$ cat src/rtl/rv_decode_stage.sv
// Registered RV32/RV64 decode stage: classifies instructions, builds immediates, buffers records in a FIFO.
// Optional FP/MADD-family decode is enabled by defining RV_DECODE_FP_EN.
module rv_decode_stage #(
    parameter int unsigned XLEN      = 32,
    parameter int unsigned BUF_DEPTH = 2,
    parameter int unsigned CNT_W     = 16
) (
    input  logic             clk,
    input  logic             rst,
    input  logic             flush,
    input  logic             in_valid,
    output logic             in_ready,
    input  logic [XLEN-1:0]  in_pc,
    input  logic [31:0]      in_inst,
    output logic             out_valid,
    input  logic             out_ready,
    output logic [XLEN-1:0]  out_pc,
    output logic [4:0]       out_opcode,
    output logic [2:0]       out_funct3,
    output logic [4:0]       out_rd,
    output logic [4:0]       out_rs1,
    output logic [4:0]       out_rs2,
    output logic [XLEN-1:0]  out_imm,
    output logic [7:0]       out_flags,
    output logic [CNT_W-1:0] illegal_count
);

    localparam int unsigned PTR_W  = (BUF_DEPTH > 1) ? $clog2(BUF_DEPTH) : 1;
    localparam int unsigned CNT_FW = PTR_W + 1;
    localparam bit          RV64   = (XLEN == 64);

    localparam logic [4:0] OPC_LOAD      = 5'b00000;
    localparam logic [4:0] OPC_MISC_MEM  = 5'b00011;
    localparam logic [4:0] OPC_OP_IMM    = 5'b00100;
    localparam logic [4:0] OPC_AUIPC     = 5'b00101;
    localparam logic [4:0] OPC_OP_IMM_32 = 5'b00110;
    localparam logic [4:0] OPC_STORE     = 5'b01000;
    localparam logic [4:0] OPC_OP        = 5'b01100;
    localparam logic [4:0] OPC_LUI       = 5'b01101;
    localparam logic [4:0] OPC_OP_32     = 5'b01110;
    localparam logic [4:0] OPC_BRANCH    = 5'b11000;
    localparam logic [4:0] OPC_JALR      = 5'b11001;
    localparam logic [4:0] OPC_JAL       = 5'b11011;
    localparam logic [4:0] OPC_SYSTEM    = 5'b11100;
`ifdef RV_DECODE_FP_EN
    localparam logic [4:0] OPC_LOAD_FP   = 5'b00001;
    localparam logic [4:0] OPC_STORE_FP  = 5'b01001;
    localparam logic [4:0] OPC_MADD      = 5'b10000;
    localparam logic [4:0] OPC_MSUB      = 5'b10001;
    localparam logic [4:0] OPC_NMSUB     = 5'b10010;
    localparam logic [4:0] OPC_NMADD     = 5'b10011;
    localparam logic [4:0] OPC_OP_FP     = 5'b10100;
`endif

    typedef struct packed {
        logic [XLEN-1:0] pc;
        logic [4:0]      opcode;
        logic [2:0]      funct3;
        logic [4:0]      rd;
        logic [4:0]      rs1;
        logic [4:0]      rs2;
        logic [XLEN-1:0] imm;
        logic [7:0]      flags;
    } rec_t;

    logic [4:0]      opc;
    logic [2:0]      f3;
    logic [6:0]      f7;
    logic [4:0]      rd_idx;
    logic [XLEN-1:0] imm_i, imm_s, imm_b, imm_u, imm_j;
    logic            sl_bad, sr_bad, op_imm_ok;
    logic            legal, illegal;
    logic            is_load, is_store, is_branch, is_jump, uses_rs1, uses_rs2, writes_rd;
    logic [XLEN-1:0] imm;
    logic [7:0]      flags;
    rec_t            rec_d;

    assign opc    = in_inst[6:2];
    assign f3     = in_inst[14:12];
    assign f7     = in_inst[31:25];
    assign rd_idx = in_inst[11:7];

    assign imm_i = XLEN'($signed(in_inst[31:20]));
    assign imm_s = XLEN'($signed({in_inst[31:25], in_inst[11:7]}));
    assign imm_b = XLEN'($signed({in_inst[31], in_inst[7], in_inst[30:25], in_inst[11:8], 1'b0}));
    assign imm_u = XLEN'($signed({in_inst[31:12], 12'h000}));
    assign imm_j = XLEN'($signed({in_inst[31], in_inst[19:12], in_inst[20], in_inst[30:21], 1'b0}));

    // RV64 shifts carry a 6-bit shamt, so only inst[31:26] qualifies the shift kind.
    assign sl_bad    = RV64 ? (in_inst[31:26] != 6'b000000)
                            : (f7 != 7'b0000000);
    assign sr_bad    = RV64 ? !((in_inst[31:26] == 6'b000000) || (in_inst[31:26] == 6'b010000))
                            : !((f7 == 7'b0000000) || (f7 == 7'b0100000));
    assign op_imm_ok = !(((f3 == 3'b001) && sl_bad) || ((f3 == 3'b101) && sr_bad));

    always_comb begin
        legal     = 1'b0;
        is_load   = 1'b0;
        is_store  = 1'b0;
        is_branch = 1'b0;
        is_jump   = 1'b0;
        uses_rs1  = 1'b0;
        uses_rs2  = 1'b0;
        writes_rd = 1'b0;
        imm       = '0;
        case (opc)
            OPC_LOAD: begin
                legal     = (f3 inside {3'b000, 3'b001, 3'b010, 3'b100, 3'b101}) ||
                            (RV64 && ((f3 == 3'b011) || (f3 == 3'b110)));
                is_load   = 1'b1;
                uses_rs1  = 1'b1;
                writes_rd = 1'b1;
                imm       = imm_i;
            end
            OPC_MISC_MEM: begin
                legal    = 1'b1;
                uses_rs1 = 1'b1;
            end
            OPC_OP_IMM: begin
                legal     = op_imm_ok;
                uses_rs1  = 1'b1;
                writes_rd = 1'b1;
                imm       = imm_i;
            end
            OPC_AUIPC, OPC_LUI: begin
                legal     = 1'b1;
                writes_rd = 1'b1;
                imm       = imm_u;
            end
            OPC_OP_IMM_32: begin
                legal     = RV64;
                uses_rs1  = 1'b1;
                writes_rd = 1'b1;
                imm       = imm_i;
            end
            OPC_STORE: begin
                legal    = (f3 <= 3'b010) || (RV64 && (f3 == 3'b011));
                is_store = 1'b1;
                uses_rs1 = 1'b1;
                uses_rs2 = 1'b1;
                imm      = imm_s;
            end
            OPC_OP: begin
                legal     = (f7 == 7'b0000000) ||
                            ((f7 == 7'b0100000) && ((f3 == 3'b000) || (f3 == 3'b101)));
                uses_rs1  = 1'b1;
                uses_rs2  = 1'b1;
                writes_rd = 1'b1;
            end
            OPC_OP_32: begin
                legal     = RV64;
                uses_rs1  = 1'b1;
                uses_rs2  = 1'b1;
                writes_rd = 1'b1;
            end
            OPC_BRANCH: begin
                legal     = (f3 != 3'b010) && (f3 != 3'b011);
                is_branch = 1'b1;
                uses_rs1  = 1'b1;
                uses_rs2  = 1'b1;
                imm       = imm_b;
            end
            OPC_JALR: begin
                legal     = (f3 == 3'b000);
                is_jump   = 1'b1;
                uses_rs1  = 1'b1;
                writes_rd = 1'b1;
                imm       = imm_i;
            end
            OPC_JAL: begin
                legal     = 1'b1;
                is_jump   = 1'b1;
                writes_rd = 1'b1;
                imm       = imm_j;
            end
            OPC_SYSTEM: begin
                legal     = 1'b1;
                writes_rd = 1'b1;
            end
`ifdef RV_DECODE_FP_EN
            OPC_LOAD_FP: begin
                legal     = (f3 == 3'b010) || (RV64 && (f3 == 3'b011));
                is_load   = 1'b1;
                uses_rs1  = 1'b1;
                writes_rd = 1'b1;
                imm       = imm_i;
            end
            OPC_STORE_FP: begin
                legal    = (f3 == 3'b010) || (RV64 && (f3 == 3'b011));
                is_store = 1'b1;
                uses_rs1 = 1'b1;
                uses_rs2 = 1'b1;
                imm      = imm_s;
            end
            OPC_OP_FP, OPC_MADD, OPC_MSUB, OPC_NMSUB, OPC_NMADD: begin
                legal     = 1'b1;
                uses_rs1  = 1'b1;
                uses_rs2  = 1'b1;
                writes_rd = 1'b1;
            end
`endif
            default: ;
        endcase
        if (in_inst[1:0] != 2'b11) begin
            legal = 1'b0;
        end
    end

    // Illegal records carry only the illegal flag.
    assign illegal = !legal;
    assign flags   = illegal ? 8'h80
                             : {1'b0, is_load, is_store, is_branch, is_jump,
                                uses_rs1, uses_rs2, writes_rd && (rd_idx != 5'd0)};

    assign rec_d = '{pc: in_pc, opcode: opc, funct3: f3, rd: rd_idx,
                     rs1: in_inst[19:15], rs2: in_inst[24:20], imm: imm, flags: flags};

    rec_t              mem_q [BUF_DEPTH];
    logic [PTR_W-1:0]  wr_ptr_q, wr_ptr_d;
    logic [PTR_W-1:0]  rd_ptr_q, rd_ptr_d;
    logic [CNT_FW-1:0] count_q, count_d;
    logic [CNT_W-1:0]  ill_q, ill_d;
    logic              ready_q, valid_q;
    logic              enq, deq;
    rec_t              head;

    assign enq = in_valid && ready_q && !flush;
    assign deq = valid_q && out_ready && !flush;

    always_comb begin
        wr_ptr_d = wr_ptr_q;
        rd_ptr_d = rd_ptr_q;
        count_d  = count_q;
        ill_d    = ill_q;
        if (flush) begin
            wr_ptr_d = '0;
            rd_ptr_d = '0;
            count_d  = '0;
        end else begin
            if (enq) begin
                wr_ptr_d = wr_ptr_q + PTR_W'(1);
            end
            if (deq) begin
                rd_ptr_d = rd_ptr_q + PTR_W'(1);
            end
            case ({enq, deq})
                2'b10:   count_d = count_q + CNT_FW'(1);
                2'b01:   count_d = count_q - CNT_FW'(1);
                default: ;
            endcase
            if (enq && illegal && (ill_q != '1)) begin
                ill_d = ill_q + CNT_W'(1);
            end
        end
    end

    // Ready/valid are registered from next-state count so neither depends combinationally on the far side.
    always_ff @(posedge clk or posedge rst) begin
        if (rst) begin
            mem_q    <= '{default: '0};
            wr_ptr_q <= '0;
            rd_ptr_q <= '0;
            count_q  <= '0;
            ill_q    <= '0;
            ready_q  <= 1'b0;
            valid_q  <= 1'b0;
        end else begin
            wr_ptr_q <= wr_ptr_d;
            rd_ptr_q <= rd_ptr_d;
            count_q  <= count_d;
            ill_q    <= ill_d;
            ready_q  <= (count_d < CNT_FW'(BUF_DEPTH));
            valid_q  <= (count_d != '0);
            if (enq) begin
                mem_q[wr_ptr_q] <= rec_d;
            end
        end
    end

    assign head          = mem_q[rd_ptr_q];
    assign in_ready      = ready_q;
    assign out_valid     = valid_q;
    assign out_pc        = head.pc;
    assign out_opcode    = head.opcode;
    assign out_funct3    = head.funct3;
    assign out_rd        = head.rd;
    assign out_rs1       = head.rs1;
    assign out_rs2       = head.rs2;
    assign out_imm       = head.imm;
    assign out_flags     = head.flags;
    assign illegal_count = ill_q;

endmodule

$ cat config.mk
export PLATFORM = sky130hd
export DESIGN_NAME = rv_decode_stage
export DESIGN_NICKNAME = d
export VERILOG_FILES = /design/src/rtl/rv_decode_stage.sv
export SDC_FILE = /design/constraint.sdc
export NUM_CORES = 1
export LEC_CHECK = 0
export CORE_MARGIN = 10
export CORE_UTILIZATION = 50
export DETAILED_ROUTE_END_ITERATION = 12
export PLACE_DENSITY = 0.8
export SYNTH_ARGS = -nofsm -noshare
export SYNTH_HDL_FRONTEND = slang
export SYNTH_SLANG_ARGS = --single-unit
export TNS_END_PERCENT = 1
$ cat constraint.sdc
create_clock -name clk -period 10.3 [get_ports clk]
set_input_delay 2.06 -clock clk [delete_from_list [all_inputs] [get_ports clk]]
set_output_delay 2.06 -clock clk [all_outputs]
set_load 0.005 [all_outputs]
# Word-level counts from Yosys, hierarchy flattened
# Cells that the tools add are included.
# op_classes
magnitude_cmp	5
eq_ne	23
n_bitwise	3
n_addsub	5
n_reduce_logical	37
n_mux	23
# op_table
operator	count
$mux W95	4
$bwmux W190	1
$pmux W32 S5	1
$demux W95 S1	1
$eq A5 B4 Y1 const B	4
$eq A5 B5 Y1 const B	4
$add A16 B1 Y16 const B	1
$ne A16 B16 Y1 const B	1
$eq A5 B3 Y1 const B	3
$logic_and A1 B1 Y1	12
$mux W1	12
$reduce_bool A5 Y1	2
$reduce_or A10 Y1	1
$reduce_or A9 Y1	1
$mux W8	1
$reduce_or A4 Y1	2
$eq A7 B6 Y1 const B	1
$logic_not A7 Y1	1
$pmux W1 S7	1
$reduce_bool A7 Y1	1
$eq A3 B3 Y1 const B	2
$ne A3 B2 Y1 const B	2
$reduce_bool A2 Y1	3
$eq A5 B2 Y1 const B	1
23 further kinds	33
# totals
wordCells	118
reg_bits	212
in_bits	69
out_inout_bits	113

# Depth between registers and ports, before layout
# logic_depth
word_depth	12
mapped_depth	10
mapped_depth_nobuf	8

# Least setup slack after synthesis
# No wires, ideal clock.
# synth_path
kind	input to register
startpoint	input port in_inst[5]
endpoint	register ill_q[1], in the netlist illegal_count[1]
cell_stages	7
required_ps	10175
path_slack_ps	6422
path_buffers	1
setup_time_ps	125
t_arrival_ps	3753
path_cell_list	buf_4 nor4_1 a32o_1 a211o_1 o311a_4 or3_4 mux2_4
# synth_via
elab_chain_len	8
word_cells_on_any_way	18
cone_classes	10 x eq/ne; 2 x mux; 6 x reduce/logical
# synth_rtl
element	line_no	rtl
from (decl)	14	input logic [31:0] in_inst,
$eq A5 B5 Y1 (tied with other cells)	106	case (opc)
$reduce_or A5 Y1 (no line)	n/a	
$pmux W1 S7 (*)	106	
$mux W1 (*)	204	if (in_inst[1:0] != 2'b11) begin
$logic_not A1 Y1 (*)	210	assign illegal = !legal;
$logic_and A1 B1 Y1 (*) (2 in series)	251	if (enq && illegal && (ill_q != '1)) begin
$reduce_and A2 Y1 (no line) (*)	n/a	
to (signal assigned)	271	ill_q <= ill_d;
to (decl)	222	logic [CNT_W-1:0] ill_q, ill_d;
# Every way passes the cells marked *; elsewhere a longest branch is shown, timed or not.
# A chain may end at the register's enable or synchronous reset.

# Final worst setup path
# layout_path
startpoint	register rd_ptr_q
endpoint	output port out_imm[4]
# layout_via
elab_chain_len	4
# layout_rtl
element	line_no	rtl
from (decl)	220	logic [PTR_W-1:0] rd_ptr_q, rd_ptr_d;
from (signal assigned)	269	rd_ptr_q <= rd_ptr_d;
$not A1 Y2 (not written as such)	280	assign head = mem_q[rd_ptr_q];
$mux W95 (not written as such) (3 in series)	280	
to (decl)	23	output logic [XLEN-1:0] out_imm,
# Every way passes these cells. The select of a mux whose other input is x is not followed.

==> results.md <==
- Status: finished, final reports clean
- DR iter-0 viols: 591
- Yosys warnings: 0
- Crit path time final: 5.08 ns
- Logic pwr share: 25.7%
- Port Buf Inserts: 181
- Final slew viol count: 0
- Number of distinct library cells after synthesis: 53
- Width of the chip: 159 um
- Period utilisation layout: roughly half
- Starting Density: 51.3%
- Detailed-route wire length: 25300 um
- Commonest non-fill, non-tap cell in the layout: nand2_1
- Internal power component: 1870 uW
- Die area: 25300 um^2
- Placement Setup Slack: 5.42 ns
- DRT antenna net count: 0
- Crit Path Class: flop to output port
- Post-synthesis sequential area ratio: 54.9%
- Tightest hold margin: 0.469 ns
- Congestion Overflow GR: 0
- Placer Congestion: about 0.8
- Mapped Cells: 916
- CTS Hold Bufs: 0
- Detailed placement HPWL: approximately 17000 um
- Final net count: 1139
- Post-CTS sizing: 0
- Clock buffer depth: 3
- Share of layout cells above drive strength 1: 18.9%
- First-pass detailed-route iteration total: 5
- Post-synth EDFFs: 0
- Layout overhead on the synthesized area: 27.6%
- Least-Margin Pin Slew: 1.09 ns
- Max-Slew Margin vs Limit: 26.7%
- Clock skew: 0.0171 ns
- Pwr Total: between 2000 and 3000 uW
- Mapped Nets: 987
- Initial antenna violation count: 0
- Asr flop ratio synth: between 90% and 100%
- Chip height: 159 um
- Core ar.: approximately 19000 um^2
- N_diodes: 0
- Unrepaired setup endpoints after global routing: no
- Syn Area/Cell: 10.5 um^2
- Crit. End Element: output port
- Vias in the first global route: 7624
- Part of the power in the clock network: 29.9%
- WL/cell: 18.9 um
- Final hold vios: 0
- Pwr dens: 210 nW/um^2
- Setup ws final: 5.22 ns
- Reg power frac: approximately 44%
- Later-pin clock latency in the skew report: 0.51 ns
- Switching power: 714 uW
- # rows: 50
- Final setup viols: 0
- Clk root buf: clkbuf_16
- Clk slew on worst S/H paths: 0.06 ns
- Post-CTS setup buffer count: 0
- Hold Path Class: flop to flop
- FMAX: 0.197 GHz
- Number of max-cap violations: 0
- Setup tns final: 0 ns
- First-pass GRT wire length: between 40000 and 50000 um
- Data required, critical path: 8.24 ns
- H-tree levels: 1
- Critical path launch point type: flop
- Leakage: 0.00550 uW
- Ys flop type: dfrtp_1
- Synth Register Bits: 212
- Drt drc: 0
- CTS tree: yes
- CTS sink cnt: roughly 210
- # IOs: between 150 and 200
- Total track usage: 19.5%
- CTS Buf Count: 23
- Via count: 7239
- Fillers: 1420
- CP Max Fanout: 60
- Post-Syn Area: 9660 um^2
- Largest net degree at the start of global routing: 133
- Sw frac: 27.6%
- Vias per cell: 5.39
- Max IR drop VDD: 124 uV
- Commonest cells after routing, fill and taps aside: nand2_1 (256), dfrtp_1 (211), clkdlybuf4s50_1 (181), mux2_2 (148), o21ai_0 (90)
- CP arrival: 3.02 ns
[sequential cells by signal, indices dropped and copies added, names as in the netlist]
name,count
illegal_count,16
rd_ptr_q,1
out_valid,1
in_ready,1
mem_q,190
count_q,2
wr_ptr_q,1
[cell usage after synthesis (all sizes together), types with 4 or more instances]
cell type / number / area [um^2]
nand3: 12 / 60.1
inv: 7 / 26.3
nor4: 9 / 68.8
dfrtp: 212 / 5310
nand4: 4 / 25.0
o21ai: 90 / 450
nand2: 257 / 965
clkbuf: 48 / 180
nor2: 17 / 63.8
mux2: 149 / 1680
buf: 12 / 76.3
nand2b: 4 / 25.0
xor2: 11 / 96.3
nor3: 4 / 20.0
a21oi: 26 / 141
a22oi: 5 / 37.5
xnor2: 7 / 61.3
[metrics by stage]
stage / utilization [%] / instances / cell area, um^2
4_1_cts: 65.4 / 1342 / 12300
3_5_place_dp: 61.7 / 1303 / 11600
6_report: 65.4 / 1342 / 12300
3_3_place_gp: 61.7 / 1303 / 11600
2_1_floorplan: - / 916 / 9660
5_1_grt: 65.4 / 1342 / 12300
[per-layer routing]
layer / vias to the layer above / GRT usage, % / wire length (um)
li1: 3429 / - / -
met1: 3551 / 26.2 / 11300
met2: 229 / 31.0 / 11800
met3: 30 / 5.58 / 1820
met4: 0 / 4.13 / 450
met5: - / 0 / 0
[final cells by class]
cell class | instances | area [um^2] | area share (%)
clock buffers | 30 | 622 | 5.05
clock inverters | 9 | 77.6 | 0.629
inverters | 8 | 37.5 | 0.305
multi-input cells | 636 | 4100 | 33.2
flip-flops and latches | 212 | 5310 | 43.1
well taps | 260 | 325 | 2.64
repair buffers | 187 | 1860 | 15.1
[critical path, cell delays in order (launching register included)]
cell and delay [ns]:
dfrtp_4 0.78, buf_4 0.78, mux2_2 0.45, clkdlybuf4s50_1 0.45
[power by group through the flow]
| stage | logic (uW) | clock network, uW | registers (uW) |
|---|---|---|---|
| 6_report | 665 | 774 | 1150 |
| 5_1_grt | 731 | 824 | 1170 |
| 4_1_cts | 676 | 789 | 1150 |
| 3_5_place_dp | 667 | 0 | 1160 |
| 3_3_place_gp | 654 | 0 | 1150 |
| 2_1_floorplan | 360 | 0 | 1120 |
[cell families (layout without fill, tap and decap cells)]
family          after synthesis  count (layout)  synth area share [%]
xor+xnor                     18              18                  1.63
buf+inv                      68             234                  2.97
mux                         149             149                  17.4
fa+ha+maj                     2               2                 0.259
compound gates              139             139                  8.29
simple gates                328             328                  14.5
flops                       212             212                  54.9
[worst paths after layout]
check | from | end | slack, ns | depth (start not counted)
setup / recovery | rd_ptr_q | out_imm[4] | 5.22 | 3
hold / removal | mem_q[173] | mem_q[173] | 0.47 | 2
setup reg to reg | in_ready | mem_q[42] | 7.69 | 4
hold reg to reg | mem_q[173] | mem_q[173] | 0.47 | 2
max in group asynchronous | rst | rd_ptr_q | 6.54 | 3
min in group asynchronous | rst | illegal_count[9] | 2.11 | 2
(Power assumes the default switching activity.)
==> patch 1, RTL diff (same flow settings) <==
`BUF_DEPTH`: 2 -> 1.
--- a/src/rtl/rv_decode_stage.sv
+++ b/src/rtl/rv_decode_stage.sv
@@ -2,7 +2,7 @@
 // Optional FP/MADD-family decode is enabled by defining RV_DECODE_FP_EN.
 module rv_decode_stage #(
     parameter int unsigned XLEN      = 32,
-    parameter int unsigned BUF_DEPTH = 2,
+    parameter int unsigned BUF_DEPTH = 1,
     parameter int unsigned CNT_W     = 16
 ) (
     input  logic             clk,
Check against the original RTL: not equivalent (a bounded check fails within 4 cycles, from zero or initial values and one cycle with rst high).
==> patch 1 against the unedited design <==
Worst setup slack improved by 780 ps; critical endpoint is now mem_q[27]$_DFFE_PP0P_; area after synthesis decreased by 46%; final area fell by 38%; sequential cell count fell by 96; largest power group unchanged; sequential share of layout area shrank 5.0 points; total power down 26%; cell count down 35%; routed wire length decreased by 38%; maximum frequency grew 18%.
==> patch 1: results (changes against the unedited design) <==
Layout Skew=5.29 ps (-11.8 ps); Main synth FF type=dfrtp_1; share of flip-flops with an asynchronous set or reset=100% (unchanged); area share of the largest cell type after synthesis=56.2% (+1.2 points); total global-route track usage=21.4% (+1.9 points); fin nets=801 (-30%); root buf cell=clkbuf_8; Worst-Skew Late Latency=520 ps; outcome=complete, no violations; Syn Nets=631 (-36%); R2R setup slack=7700 ps (about the same); FF-to-FF End=mem_q[27]$_DFFE_PP0P_; P_comb=0.615 mW (-7.5%); Detailed Place HPWL=11,300 um (-33%); met3 Use GR=11.1% (+5.6 points); H-Tree Depth=4 (+3); crit path to=mem_q[27]$_DFFE_PP0P_; DR iter-0 viols=377 (-36%); Worst setup startpoint=in_inst[4]; sequential fraction of the synthesis area=56.2% (+1.2 points); Worst slew margin=27.5% (+0.81 points); Post-synth top cells=nand2_1, dfrtp_1, nor2_1, o21ai_0, clkbuf_1; HP Class=register to register; YS warnings=0 (unchanged); IR drop worst, VDD=0.000156 V (+26%); port buffer count=181 (unchanged); wire per inst=17.8 um (-5.5%); vias per inst=5.23 (-3.1%); fill count=737 (-48%); Worst Hold Slack=474 ps (+5.00 ps); worst r2r src=in_ready$_DFF_PP0_; first-pass iteration count of the detailed router=4 (-1); Diodes inserted=0 (unchanged); hold path depth=2 (unchanged); hold path start=mem_q[68]$_DFFE_PP0P_; RD Place Congestion=0.809 (+0.29%); fin area=0.00763 mm2 (-38%); met2 usage in global routing=35.5% (+4.5 points); Pint=1.37 mW (-27%); ratio of cells with drive above 1 in the final layout=6.61% (-12 points); number of global-route vias before repair=4,832 (-37%); first-pass GRT wire length=25,100 um (-39%); Distinct cells, synth=50 (-5.7%); CTS Buffer Depth=2 (-1); Seq. pwr=0.707 mW (-39%); pre-CTS WS=5460 ps (+37.4 ps); Fmax=233 MHz (+18%); met1 track demand over resource=23.5% (-2.7 points); maximum number of pins on one net before global-route repair=71 (-47%); CP Data Arrival Time=4710 ps (+1690 ps); Area after DPL=0.00704 mm2 (-39%); hold path endpoint=mem_q[68]$_DFFE_PP0P_; cells on worst reg2reg path=6 (+2); Synth area leaders=dfrtp_1, nand2_1, nor2_1; clk slew on worst S/H paths=60 ps (about the same); initial antenna violation count=0 (unchanged); Leak=3.43 nW (-38%); Largest register FFs=95 (-50%); CP Max Fanout=14 (-77%); Num CTS Buffers=17 (-26%)
-- patch 1: layout make-up --
class                      count  share of cell area (%)
clock buffer                  20                    5.71
tap                          136                    2.23
timing repair buffer         184                    24.0
multi-input combinational    399                    27.3
inverter                      12                   0.623
clock inverter                10                    2.07
sequential                   116                    38.0
-- patch 1: kinds of logic after synthesis --
group,share of synthesized area [%]
simple gates,23.7
buf+inv,3.82
xor+xnor,3.39
fa+ha+maj,0.484
compound gates,12.3
mux,0.218
flops,56.2
-- patch 1: metal layers --
layer  up-vias  share of wire, %
met5         -                 0
met4         0               1.5
met3        18                11
met2       141                50
met1      2227                38
li1       2200                 -
-- patch 1: stage by stage --
stage | power (mW) | cells
CTS | 1.94 | 877
detailed placement | 1.33 | 847
floorplan | 0.913 | 560
global placement | 1.31 | 847
finish | 1.92 | 877
global route | 2.03 | 877
-- patch 1: critical path, cell delays in order --
cell	delay [ps]
clkdlybuf4s50_1	730
inv_1	230
nor4b_2	960
o21ai_1	390
o21ai_0	330
==> patch 2, RTL diff (same flow settings) <==
Without the edit above. Make the reset (`rst`) synchronous in one clocked block.
--- a/src/rtl/rv_decode_stage.sv
+++ b/src/rtl/rv_decode_stage.sv
@@ -255,7 +255,7 @@
     end
 
     // Ready/valid are registered from next-state count so neither depends combinationally on the far side.
-    always_ff @(posedge clk or posedge rst) begin
+    always_ff @(posedge clk) begin
         if (rst) begin
             mem_q    <= '{default: '0};
             wr_ptr_q <= '0;
Formal check against the unedited RTL: differs if rst is asserted again (counterexample within 4 cycles, from zero or initial values and one cycle with rst high); with rst held inactive, the same outputs for 4 cycles.
==> patch 2 against the unedited design <==
Critical path depth did not move; synthesized cell count rose by 20%; worst setup slack improved by 56 ps; utilization rose by 0.22 points; area after synthesis fell by 4.3%; routed wire length rose by 5.7%; sequential cell count did not move; count of clock-buffer cells in the layout fell by 2; maximum frequency rose by 1.1%; sequential share of layout area fell by 7.3 points; final area fell by 3.6%; critical endpoint is now out_opcode[1].
Power is not compared: it rests on default switching activity, and its combinational part moved more than twofold at a synthesized area within 25%.
==> patch 2: results (changes against the unedited design) <==
Critical Path Max Stage Delay=840 ps (+60 ps); Synth area leaders=dfxtp_1, mux2_2, nand2_1; HP Class=register to register; P per Cell Area=160 mW/mm2; Syn Nets=1,173 (+19%); vias per inst=5.61 (+4.1%); met1 WL=11,500 um (+1.5%); Worst slew margin=20.4% (-6.4 points); H-Tree Depth=1 (unchanged); outcome=complete, no violations; met3 Use GR=4.16% (-1.4 points); Distinct cells, synth=53 (unchanged); share of flip-flops with an asynchronous set or reset=0% (-100 points); ratio of cells with drive above 1 in the final layout=13.3% (-5.5 points); total global-route track usage=21.1% (+1.5 points); Leak=4.01 nW; CP Max Fanout=70 (+17%); met2 usage in global routing=33.9% (+2.9 points); met3 WL=1990 um (+9.3%); Worst-Skew Late Latency=530 ps (+20 ps); fill count=1,485 (+4.6%); Post-synth top cells=nand2_1, dfxtp_1, a21oi_1, mux2_2, clkbuf_1; first-pass iteration count of the detailed router=5 (unchanged); Worst Hold Slack=450 ps (-18.9 ps); Clk. pwr=0.905 mW; first-pass GRT wire length=42,300 um (+2.0%); maximum number of pins on one net before global-route repair=115 (-14%); Detailed Place HPWL=17,500 um (+4.5%); hold_buf cts=0 (unchanged); R2R setup slack=7480 ps (-210 ps); wire per inst=18.2 um (-3.4%); root buf cell=clkbuf_16; Largest register FFs=190 (unchanged); clk slew on worst S/H paths=60 ps (about the same); sequential fraction of the synthesis area=45.9% (-9.0 points); met1 track demand over resource=27.7% (+1.6 points); Seq pwr share=44.3%; number of global-route vias before repair=7,840 (+2.8%); highest routed layer=met4; Layout Skew=32.6 ps (+15.4 ps); sw frac=22.6%; XOR/XNOR share of the synthesized area=0.569% (-1.1 points); DR iter-0 viols=591 (unchanged); mux share of post-synthesis cell area=11.8% (-5.6 points); CP Data Arrival Time=2960 ps (-60 ps); Synth Area in Adders=0.271% (+0.012 points); IR drop worst, VDD=0.000116 V; Compound-Gate Fraction of Synth Area=17.4% (+9.1 points); YS warnings=0 (unchanged); initial antenna violation count=1 (+1); cells on worst reg2reg path=8 (+4); largest register by flop count=mem_q; Critical-path top delay cell=buf_4; Post-CTS Setup Repair Bufs=0 (unchanged); post-CTS sizing=0 (unchanged); met2 wire length=12,600 um (+7.4%); RD Place Congestion=0.806 (-0.12%); Num CTS Buffers=23 (unchanged); CTS Buffer Depth=3 (unchanged); fin nets=1,292 (+13%)
-- patch 2: cell types whose count changed in the layout (fill, tap and decap cells not counted), sizes merged, moves of 7 or more --
cell,unedited run,this run
dfrtp,212,0
dfxtp,0,212
a21oi,26,162
o21ai,90,15
a211oi,0,54
mux2,149,97
nor2,17,69
o31ai,1,15
or4,0,14
nand3,12,22
xor2,11,4
-- patch 2: cell families after synthesis --
group	after synthesis
xor gates and xnor gates	6
adders and majority gates	2
AOI/OAI and AO/OA	267
muxes	97
and+or+nand+nor	418
DFF	212
buffers and inverters	100
-- patch 2: worst min-delay path: cells and delay by family, from the launching register on --
family             cells  cell delay [ps]
DFF                    1              310
AOI/OAI and AO/OA      1               50
and+or+nand+nor        1               50
-- patch 2: final timing paths --
kind	start	endpoint
max	rd_ptr_q$_SDFFE_PP0P_	out_opcode[1]
min	mem_q[135]$_SDFFE_PP0P_	mem_q[135]$_SDFFE_PP0P_
max reg2reg	illegal_count[0]$_SDFFE_PP0P_	illegal_count[12]$_SDFFE_PP0P_
min reg2reg	mem_q[135]$_SDFFE_PP0P_	mem_q[135]$_SDFFE_PP0P_
-- patch 2: metrics by stage --
step	cells	cell area, um2	utilization (%)	setup WS (ps)
floorplan	1102	9240	-	6390
global placement	1425	11000	61.0	5110
detailed placement	1425	11000	61.0	5080
CTS	1467	11900	65.7	5290
global route	1468	11900	65.7	5180
finish	1468	11900	65.7	5280
-- patch 2: area by class of cell --
cell class	instances	area, um2	share of cell area [%]
multi-input cells	790	4610	38.8
flip-flops and latches	212	4250	35.8
repair buffers	189	1870	15.8
clock buffers	28	634	5.34
well taps	229	287	2.41
clock inverters	14	206	1.74
inverters	5	18.8	0.158
diodes	1	2.50	0.0211
